===== src/rtl/buzzer_sequencer.sv =====
// Burst pattern generator for the buzzer stage: one start request gives 1-7 beeps
// with programmable on/off times, timed by a 1 ms tick prescaler.
module buzzer_sequencer #(
  parameter int TICK_RLD          = 99_999,
  parameter int TICK_RLD_TURBOSIM = 9
) (
  input  logic       clk,
  input  logic       reset,
  input  logic       turbosim,
  input  logic       start,
  input  logic       abort,
  input  logic [2:0] beeps,
  input  logic [7:0] on_ms,
  input  logic [7:0] off_ms,
  output logic       buzz_en,
  output logic       busy,
  output logic       done
);

  localparam int RLD_MAX = (TICK_RLD > TICK_RLD_TURBOSIM) ? TICK_RLD : TICK_RLD_TURBOSIM;
  localparam int PW      = (RLD_MAX > 1) ? $clog2(RLD_MAX + 1) : 1;
  localparam logic [PW-1:0] RLD_NORM  = PW'(TICK_RLD);
  localparam logic [PW-1:0] RLD_TURBO = PW'(TICK_RLD_TURBOSIM);

  typedef enum logic [1:0] {
    S_IDLE = 2'd0,
    S_ON   = 2'd1,
    S_OFF  = 2'd2
  } state_t;

  state_t        state_q, state_d;
  logic [PW-1:0] presc_q, presc_d;
  logic [7:0]    phase_q, phase_d;
  logic [2:0]    rem_q, rem_d;
  logic [7:0]    on_len_q, on_len_d;
  logic [7:0]    off_len_q, off_len_d;
  logic          buzz_en_q, buzz_en_d;
  logic          busy_q, busy_d;
  logic          done_q, done_d;

  logic [PW-1:0] reload_s;
  logic          tick_s;
  logic [7:0]    on_min_s;
  logic [7:0]    off_min_s;

  assign reload_s  = turbosim ? RLD_TURBO : RLD_NORM;
  assign tick_s    = (presc_q == {PW{1'b0}});
  assign on_min_s  = (on_ms  == 8'd0) ? 8'd1 : on_ms;
  assign off_min_s = (off_ms == 8'd0) ? 8'd1 : off_ms;

  always_comb begin
    state_d   = state_q;
    presc_d   = presc_q;
    phase_d   = phase_q;
    rem_d     = rem_q;
    on_len_d  = on_len_q;
    off_len_d = off_len_q;
    done_d    = 1'b0;

    if (abort) begin
      state_d = S_IDLE;
      presc_d = reload_s;
    end else begin
      case (state_q)
        S_IDLE: begin
          presc_d = reload_s;
          if (start && (beeps != 3'd0)) begin
            state_d   = S_ON;
            rem_d     = beeps;
            on_len_d  = on_min_s;
            off_len_d = off_min_s;
            phase_d   = on_min_s;
          end else begin
            state_d = S_IDLE;
          end
        end
        S_ON, S_OFF: begin
          if (tick_s) begin
            presc_d = reload_s;
            if (phase_q == 8'd1) begin
              if (state_q == S_OFF) begin
                state_d = S_ON;
                phase_d = on_len_q;
              end else if (rem_q > 3'd1) begin
                state_d = S_OFF;
                rem_d   = rem_q - 3'd1;
                phase_d = off_len_q;
              end else begin
                state_d = S_IDLE;
                done_d  = 1'b1;
              end
            end else begin
              phase_d = phase_q - 8'd1;
            end
          end else begin
            presc_d = presc_q - PW'(1);
          end
        end
        default: begin
          state_d = S_IDLE;
          presc_d = reload_s;
        end
      endcase
    end

    // Outputs are decoded from the next state so they appear together with it.
    buzz_en_d = (state_d == S_ON);
    busy_d    = (state_d != S_IDLE);
  end

  always_ff @(posedge clk or posedge reset) begin
    if (reset) begin
      state_q   <= S_IDLE;
      presc_q   <= {PW{1'b0}};
      phase_q   <= 8'd0;
      rem_q     <= 3'd0;
      on_len_q  <= 8'd0;
      off_len_q <= 8'd0;
      buzz_en_q <= 1'b0;
      busy_q    <= 1'b0;
      done_q    <= 1'b0;
    end else begin
      state_q   <= state_d;
      presc_q   <= presc_d;
      phase_q   <= phase_d;
      rem_q     <= rem_d;
      on_len_q  <= on_len_d;
      off_len_q <= off_len_d;
      buzz_en_q <= buzz_en_d;
      busy_q    <= busy_d;
      done_q    <= done_d;
    end
  end

  assign buzz_en = buzz_en_q;
  assign busy    = busy_q;
  assign done    = done_q;

endmodule


===== config.mk =====
export PLATFORM = sky130hd
export DESIGN_NAME = buzzer_sequencer
export DESIGN_NICKNAME = d
export VERILOG_FILES = /design/src/rtl/buzzer_sequencer.sv
export SDC_FILE = /design/constraint.sdc
export NUM_CORES = 1
export LEC_CHECK = 0
export CORE_UTILIZATION = 57
export CTS_CLUSTER_SIZE = 8
export DETAILED_ROUTE_END_ITERATION = 10
export PLACE_DENSITY_LB_ADDON = 0.08
export SYNTH_ARGS = -nofsm -noshare
export SYNTH_HDL_FRONTEND = slang
export SYNTH_SLANG_ARGS = --single-unit

===== constraint.sdc =====
create_clock -name clk -period 3.05 [get_ports clk]
set_input_delay 0.915 -clock clk [delete_from_list [all_inputs] [get_ports clk]]
set_output_delay 0.915 -clock clk [all_outputs]
set_load 0.05 [all_outputs]

==> out/metrics.csv, run 1 <==
metric,value,unit
status,finished with violations,
violations,design-rule violations,
worstPathRequired,3180,ps
powerDensity,526.0,nW/um^2
gp_congestion,0.8407,
cts-buffers-inserted,5,
portBuffers,26,
post_cts_resize_count,0,
yosys-top-cells-area,"dfrtp_1, mux2_2, mux2i_1",
p_comb_frac,0.228,
synth.top_cell.area_share,0.4497,
dr_wl_met3,201,um
p_sw,0.0004914,W
cp-start-kind,flop,
die_y,71.16,um
pwr-share-clk,0.279,
synth_cell_types,54,
cts_tree,done,
synth_top_family_by_area,simple AND/OR/NAND/NOR gates,
hold_path_startpoint,presc_q[0],
syn_area,2726,sq um
synth-xor-area-share,0.05140,
syn_inst,262,
antenna_found_initial,0,
yosys.cell_count.top_type,dfrtp_1,
num_io_pins,27,
drv_slew,0,
synth_seq_cells,49,
ys_seq_area_frac,0.4497,
clock_sinks,49,
arrival,2840,ps
irDropWorstVdd,379.1,uV
postCtsSetupBuffers,0,
hold_viol,0,
worst_pin_slew,1155,ps
cpMaxStageDelayCell,or4b_2,
power_leakage,1.307,nW
cts.hold.buffers_added,0,
path_buf_inv,1,
hold_depth,1,
power,0.001669,W
initial_core_util,0.6093,
netlist_top_cells_count,"dfrtp_1, a21oi_1, nor2_1",
cts_buffer_depth,2,
path_delay_family,compound AO/OA/AOI/OAI gates,
yosys.area_share.adder,0.04130,
synth-edff-count,0,
intPower,0.001178,W
wl_per_cell,16.48,um
grt_max_degree,21,
rr_startpoint,presc_q[0],
dr_wl_met2,2.738,mm
setup.worst_path.start,presc_q[0],
grt_pass1_wl,9.798,mm
cpPeakStageDelay,690,ps
postSynthNetCount,295,
setup_tns,0,ps
synthMuxAreaShare,0.1175,
critical_path_class,reg -> reg,
top_layer_used,met4,
worstHoldEndpoint,presc_q[0],
slew_headroom,0.2287,
seqPwrFrac,0.493,
syn_avg_cell_area,10.41,sq um
drt-met1-wl,2.653,mm
reg2reg_slack,340,ps
drive_above_1_share,0.1541,
finish.net_count,324,
grt_use_total,0.2518,
cts-root-buf,clkbuf_8,
synth_ff_type,dfrtp_1,
drc,1,
synth_simple_gate_area_share,0.1528,
drt_iter0_markers,90,
die_area,5064,sq um
worstSetupEndpointType,flop,
reg2reg_to,phase_q[6],
yosysTopAreaCell,dfrtp_1,
post-route-period-util,0.8885,
ys_async_sr_fraction,1.000,
hold_path.class,reg -> reg,
setup_viol,0,
core,4474,sq um
drt-total-wl,5.669,mm
p_sw_frac,0.2944,
ant_nets,0,
drtPass1Iterations,7,
cp_max_fo,17,
overflow,0,
antenna_cells,0,
synth_warnings,0,
rsz0062_at_grt,false,
period_needed,2710,ps
grt_pass1_vias,2048,
crit_chain,inv_1 > ha_1 > or4b_2 > o41ai_4 > o311ai_2 > a21o_1 > a2bb2oi_1,
path_clk_slew,90,ps
cap_violations,0,
fmax,0.3690,GHz
die_w,71.16,um
rows,24,
clock_latency,300,ps
r2r_cells,7,
synth_compound_area_frac,0.1455,
vias,2060,
area_growth,16.38,%
hpwl,4.151,mm
vias_per_cell,5.988,
htree_levels,2,
fin_skew,9.323,ps
## power groups by stage
stage	clock network (W)	logic, W	registers, W
6_report	0.000466	0.000380	0.000822
5_1_grt	0.000495	0.000424	0.000836
4_1_cts	0.000472	0.000383	0.000822
3_5_place_dp	0	0.000379	0.000834
3_3_place_gp	0	0.000371	0.000829
2_1_floorplan	0	0.000277	0.000814
## cells by family after synthesis
| group | count (synthesis) |
|---|---|
| xor+xnor | 16 |
| simple gates | 73 |
| flops | 49 |
| fa+ha+maj | 9 |
| buf+inv | 27 |
| compound gates | 58 |
| mux | 30 |
## per-layer routing
metal,vias to the layer above,global-route usage
li1,1002,-
met1,1003,0.3408
met2,44,0.4169
met3,11,0.04843
met4,0,0.06667
met5,-,0
## metrics by stage
step                area, sq um  utilization  std cells  worst slack (ps)  hold slack [ps]
global placement           3062       0.6843        336             301.7            474.1
detailed placement         3062       0.6843        336             276.6            495.2
floorplan                  2726            -        262             638.8            446.7
global route               3173       0.7092        344             131.8            528.9
finish                     3173       0.7092        344             340.2            509.3
CTS                        3173       0.7092        344             388.4            507.4
## registers in the layout, summed over array words and instances (netlist names)
signal / cells
presc_q: 17
off_len_q: 8
on_len_q: 8
phase_q: 8
rem_q: 3
state_q: 2
busy: 1
buzz_en: 1
done: 1
## cell type report
| type | instances | area [sq um] |
|---|---|---|
| multi-input combinational | 186 | 1386 |
| fill | 347 | 1301 |
| sequential | 49 | 1226 |
| timing repair buffer | 36 | 335.3 |
| clock buffer | 6 | 72.57 |
| tap | 52 | 65.06 |
| inverter | 13 | 48.80 |
| clock inverter | 2 | 38.79 |
## worst max-delay path by stage
stage | end | slack (ps) | depth (start not counted)
floorplan | off_len_q[1] | 640 | 4
global placement | phase_q[6] | 300 | 6
detailed placement | phase_q[7] | 280 | 6
CTS | phase_q[6] | 390 | 7
global route | phase_q[7] | 130 | 7
finish | phase_q[6] | 340 | 7
## cell usage in the layout (no fill, tap or decap), types with 2 or more instances in the layout
cell type and instances:
a21o_1 2, a21oi_1 23, a221oi_1 3, a22oi_1 2
and2_1 3, and3_1 2, buf_4 10, clkbuf_8 5
clkdlybuf4s50_1 26, dfrtp_1 49, ha_1 9, inv_1 12
mux2_2 16, mux2i_1 14, nand2_1 13, nand3_1 5
nor2_1 17, nor3_1 7, nor3b_1 2, nor4_1 7
o21ai_0 5, o21ai_1 4, o31ai_1 3, o41ai_1 2
or4_1 3, or4_4 3, xnor2_1 11, xor2_1 5
Note: power is estimated with default switching activity, not from simulation.
==> inputs of run 2 (changes only) <==
--- a/config.mk
+++ b/config.mk
@@ -9,6 +9,8 @@
 export CTS_CLUSTER_SIZE = 8
 export DETAILED_ROUTE_END_ITERATION = 10
 export PLACE_DENSITY_LB_ADDON = 0.08
+export SETUP_SLACK_MARGIN = 0.1
+export SLEW_MARGIN = 20
 export SYNTH_ARGS = -nofsm -noshare
 export SYNTH_HDL_FRONTEND = slang
 export SYNTH_SLANG_ARGS = --single-unit
==> run 2 against run 1 <==
Effect of this change:
- the run still ends with design-rule violations left
- clock-buffer cell count stayed put
- maximum frequency is 3.6% higher
- register-to-register slack better by 90 ps
- first-iteration DRC count stayed put
- wire length is 0.26% lower
- combinational power hardly changed
- critical path depth stayed put
- sequential power hardly changed
- non-clock buffer count stayed put
- final cell count stayed put
- utilization is 0.22 points higher
- largest cell class unchanged
- largest power group unchanged
==> out/metrics.csv, run 2 (synthesis results as in run 1) <==
metric,value,unit,change
hold_path_startpoint,presc_q[0],,
grt_use_total,0.2518,,unchanged
cp-start-kind,flop,,
grt_pass1_vias,2048,,unchanged
cts_tree,done,,
fillers,345,,-0.58%
fmax,0.3824,GHz,+3.6%
antenna_cells,0,,unchanged
grt_pass1_wl,9.798,mm,unchanged
vias_per_cell,5.971,,-0.29%
setup_slack,434.8,ps,+94.62 ps
pwr-share-clk,0.279,,about the same
drv_slew,0,,unchanged
cts_buffer_depth,2,,unchanged
period_needed,2615,ps,-94.62 ps
hpwl,4.151,mm,unchanged
rows,24,,unchanged
core,4474,sq um,unchanged
final_common_cell,dfrtp_1,,
largest_reg_flops,17,,unchanged
worst_pin_slew,729.3,ps,-425.8 ps
worstPathRequired,3200,ps,+20 ps
post_cts_resize_count,0,,unchanged
finish.net_count,324,,unchanged
die_y,71.16,um,unchanged
reg2reg_slack,430,ps,+90 ps
antenna_found_initial,0,,unchanged
htree_levels,2,,unchanged
largest_register,presc_q,,
cts-buffers-inserted,5,,unchanged
intPower,0.001178,W,about the same
grt_max_degree,21,,unchanged
wl_per_cell,16.44,um,-0.26%
hold_viol,0,,unchanged
r2r_cells,7,,unchanged
clock_sinks,49,,unchanged
violations,design-rule violations,,
powerDensity,525.2,nW/um^2,-0.15%
overflow,0,,unchanged
drt_iter0_markers,90,,unchanged
setup.worst_path.start,presc_q[0],,
area_growth,16.75,%,
p_sw_frac,0.2951,,+0.0006889
drive_above_1_share,0.1541,,unchanged
crit_path_end,presc_q[10],,
die_w,71.16,um,unchanged
p_sw,0.0004933,W,+0.40%
cp_max_fo,8,,-9
num_io_pins,27,,unchanged
seqPwrFrac,0.492,,about the same
cap_violations,0,,unchanged
hold_path.class,reg -> reg,,
post-route-period-util,0.8574,,-0.03102
drtPass1Iterations,7,,unchanged
postCtsSetupBuffers,0,,unchanged
critical_path_class,reg -> reg,,
initial_core_util,0.6093,,unchanged
place_ws,276.6,ps,unchanged
setup_viol,0,,unchanged
die_area,5064,sq um,unchanged
worstSetupEndpointType,flop,,
fin_skew,9.671,ps,+0.3485 ps
power_leakage,1.308,nW,about the same
slew_headroom,0.5127,,+0.2840
drt-total-wl,5.654,mm,-0.26%
reg2reg_to,presc_q[10],,
portBuffers,26,,unchanged
rsz0062_at_grt,false,,
rr_startpoint,presc_q[0],,
clock_latency,310,ps,about the same
setup_tns,0,ps,unchanged
ant_nets,0,,unchanged
cts.hold.buffers_added,0,,unchanged
path_clk_slew,100,ps,about the same
vias,2054,,-0.29%
irDropWorstVdd,379.1,uV,about the same
status,finished with violations,,
mostFrequentLayoutCells,"dfrtp_1, clkdlybuf4s50_1, a21oi_1",,
p_comb_frac,0.229,,about the same
arrival,2770,ps,-70 ps
cts-root-buf,clkbuf_8,,
drc,1,,unchanged
gp_congestion,0.8407,,unchanged
==> run 2: cell counts in the layout (fill, tap and decap cells not counted) <==
No cell type changed its count.
==> run 2: cell type report <==
cell class              count  area [sq um]  area share
clock inverters             2         38.79     0.01219
multi-input cells         186          1396      0.4387
inverters                  13         48.80     0.01533
flip-flops and latches     49          1226      0.3852
clock buffers               6         72.57     0.02280
repair buffers             36         335.3      0.1053
well taps                  52         65.06     0.02044
==> run 2: layer usage <==
| metal | part of all wire | track usage | routed length [um] | up-vias |
|---|---|---|---|---|
| met5 | 0 | 0 | 0 | - |
| met4 | 0.011 | 0.06667 | 63 | 0 |
| met3 | 0.030 | 0.04843 | 170 | 9 |
| met2 | 0.48 | 0.4169 | 2732 | 42 |
| met1 | 0.48 | 0.3408 | 2686 | 994 |
| li1 | - | - | - | 1009 |
==> run 2: stage by stage <==
stage	hold slack [ps]	instance area (sq um)	cells	util	power [W]
3_3_place_gp	474.1	3062	336	0.6843	0.001199
2_1_floorplan	446.7	2726	262	-	0.001091
5_1_grt	528.9	3183	344	0.7114	0.001758
6_report	509.3	3183	344	0.7114	0.001672
3_5_place_dp	495.2	3062	336	0.6843	0.001213
4_1_cts	507.4	3173	344	0.7092	0.001677
==> run 2: critical path, stage by stage, from the launching register on <==
cell,delay [ps]
dfrtp_1,420
inv_1,90
ha_1,140
or4b_2,680
o41ai_4,370
or2_1,330
and2_1,360
a31oi_1,80
==> run 2: worst min-delay path by stage <==
stage               slack [ps]     endpoint  cells after the start
finish                     510   presc_q[0]                      1
global route               530  on_len_q[2]                      1
global placement           470   presc_q[0]                      1
CTS                        510   presc_q[0]                      1
floorplan                  450   presc_q[0]                      1
detailed placement         500  on_len_q[6]                      1
==> run 2: power groups by stage <==
stage	combinational (W)	clock (W)	sequential, W
2_1_floorplan	0.000277	0	0.000814
3_3_place_gp	0.000371	0	0.000829
3_5_place_dp	0.000379	0	0.000834
4_1_cts	0.000383	0.000472	0.000822
5_1_grt	0.000426	0.000495	0.000836
6_report	0.000383	0.000466	0.000823
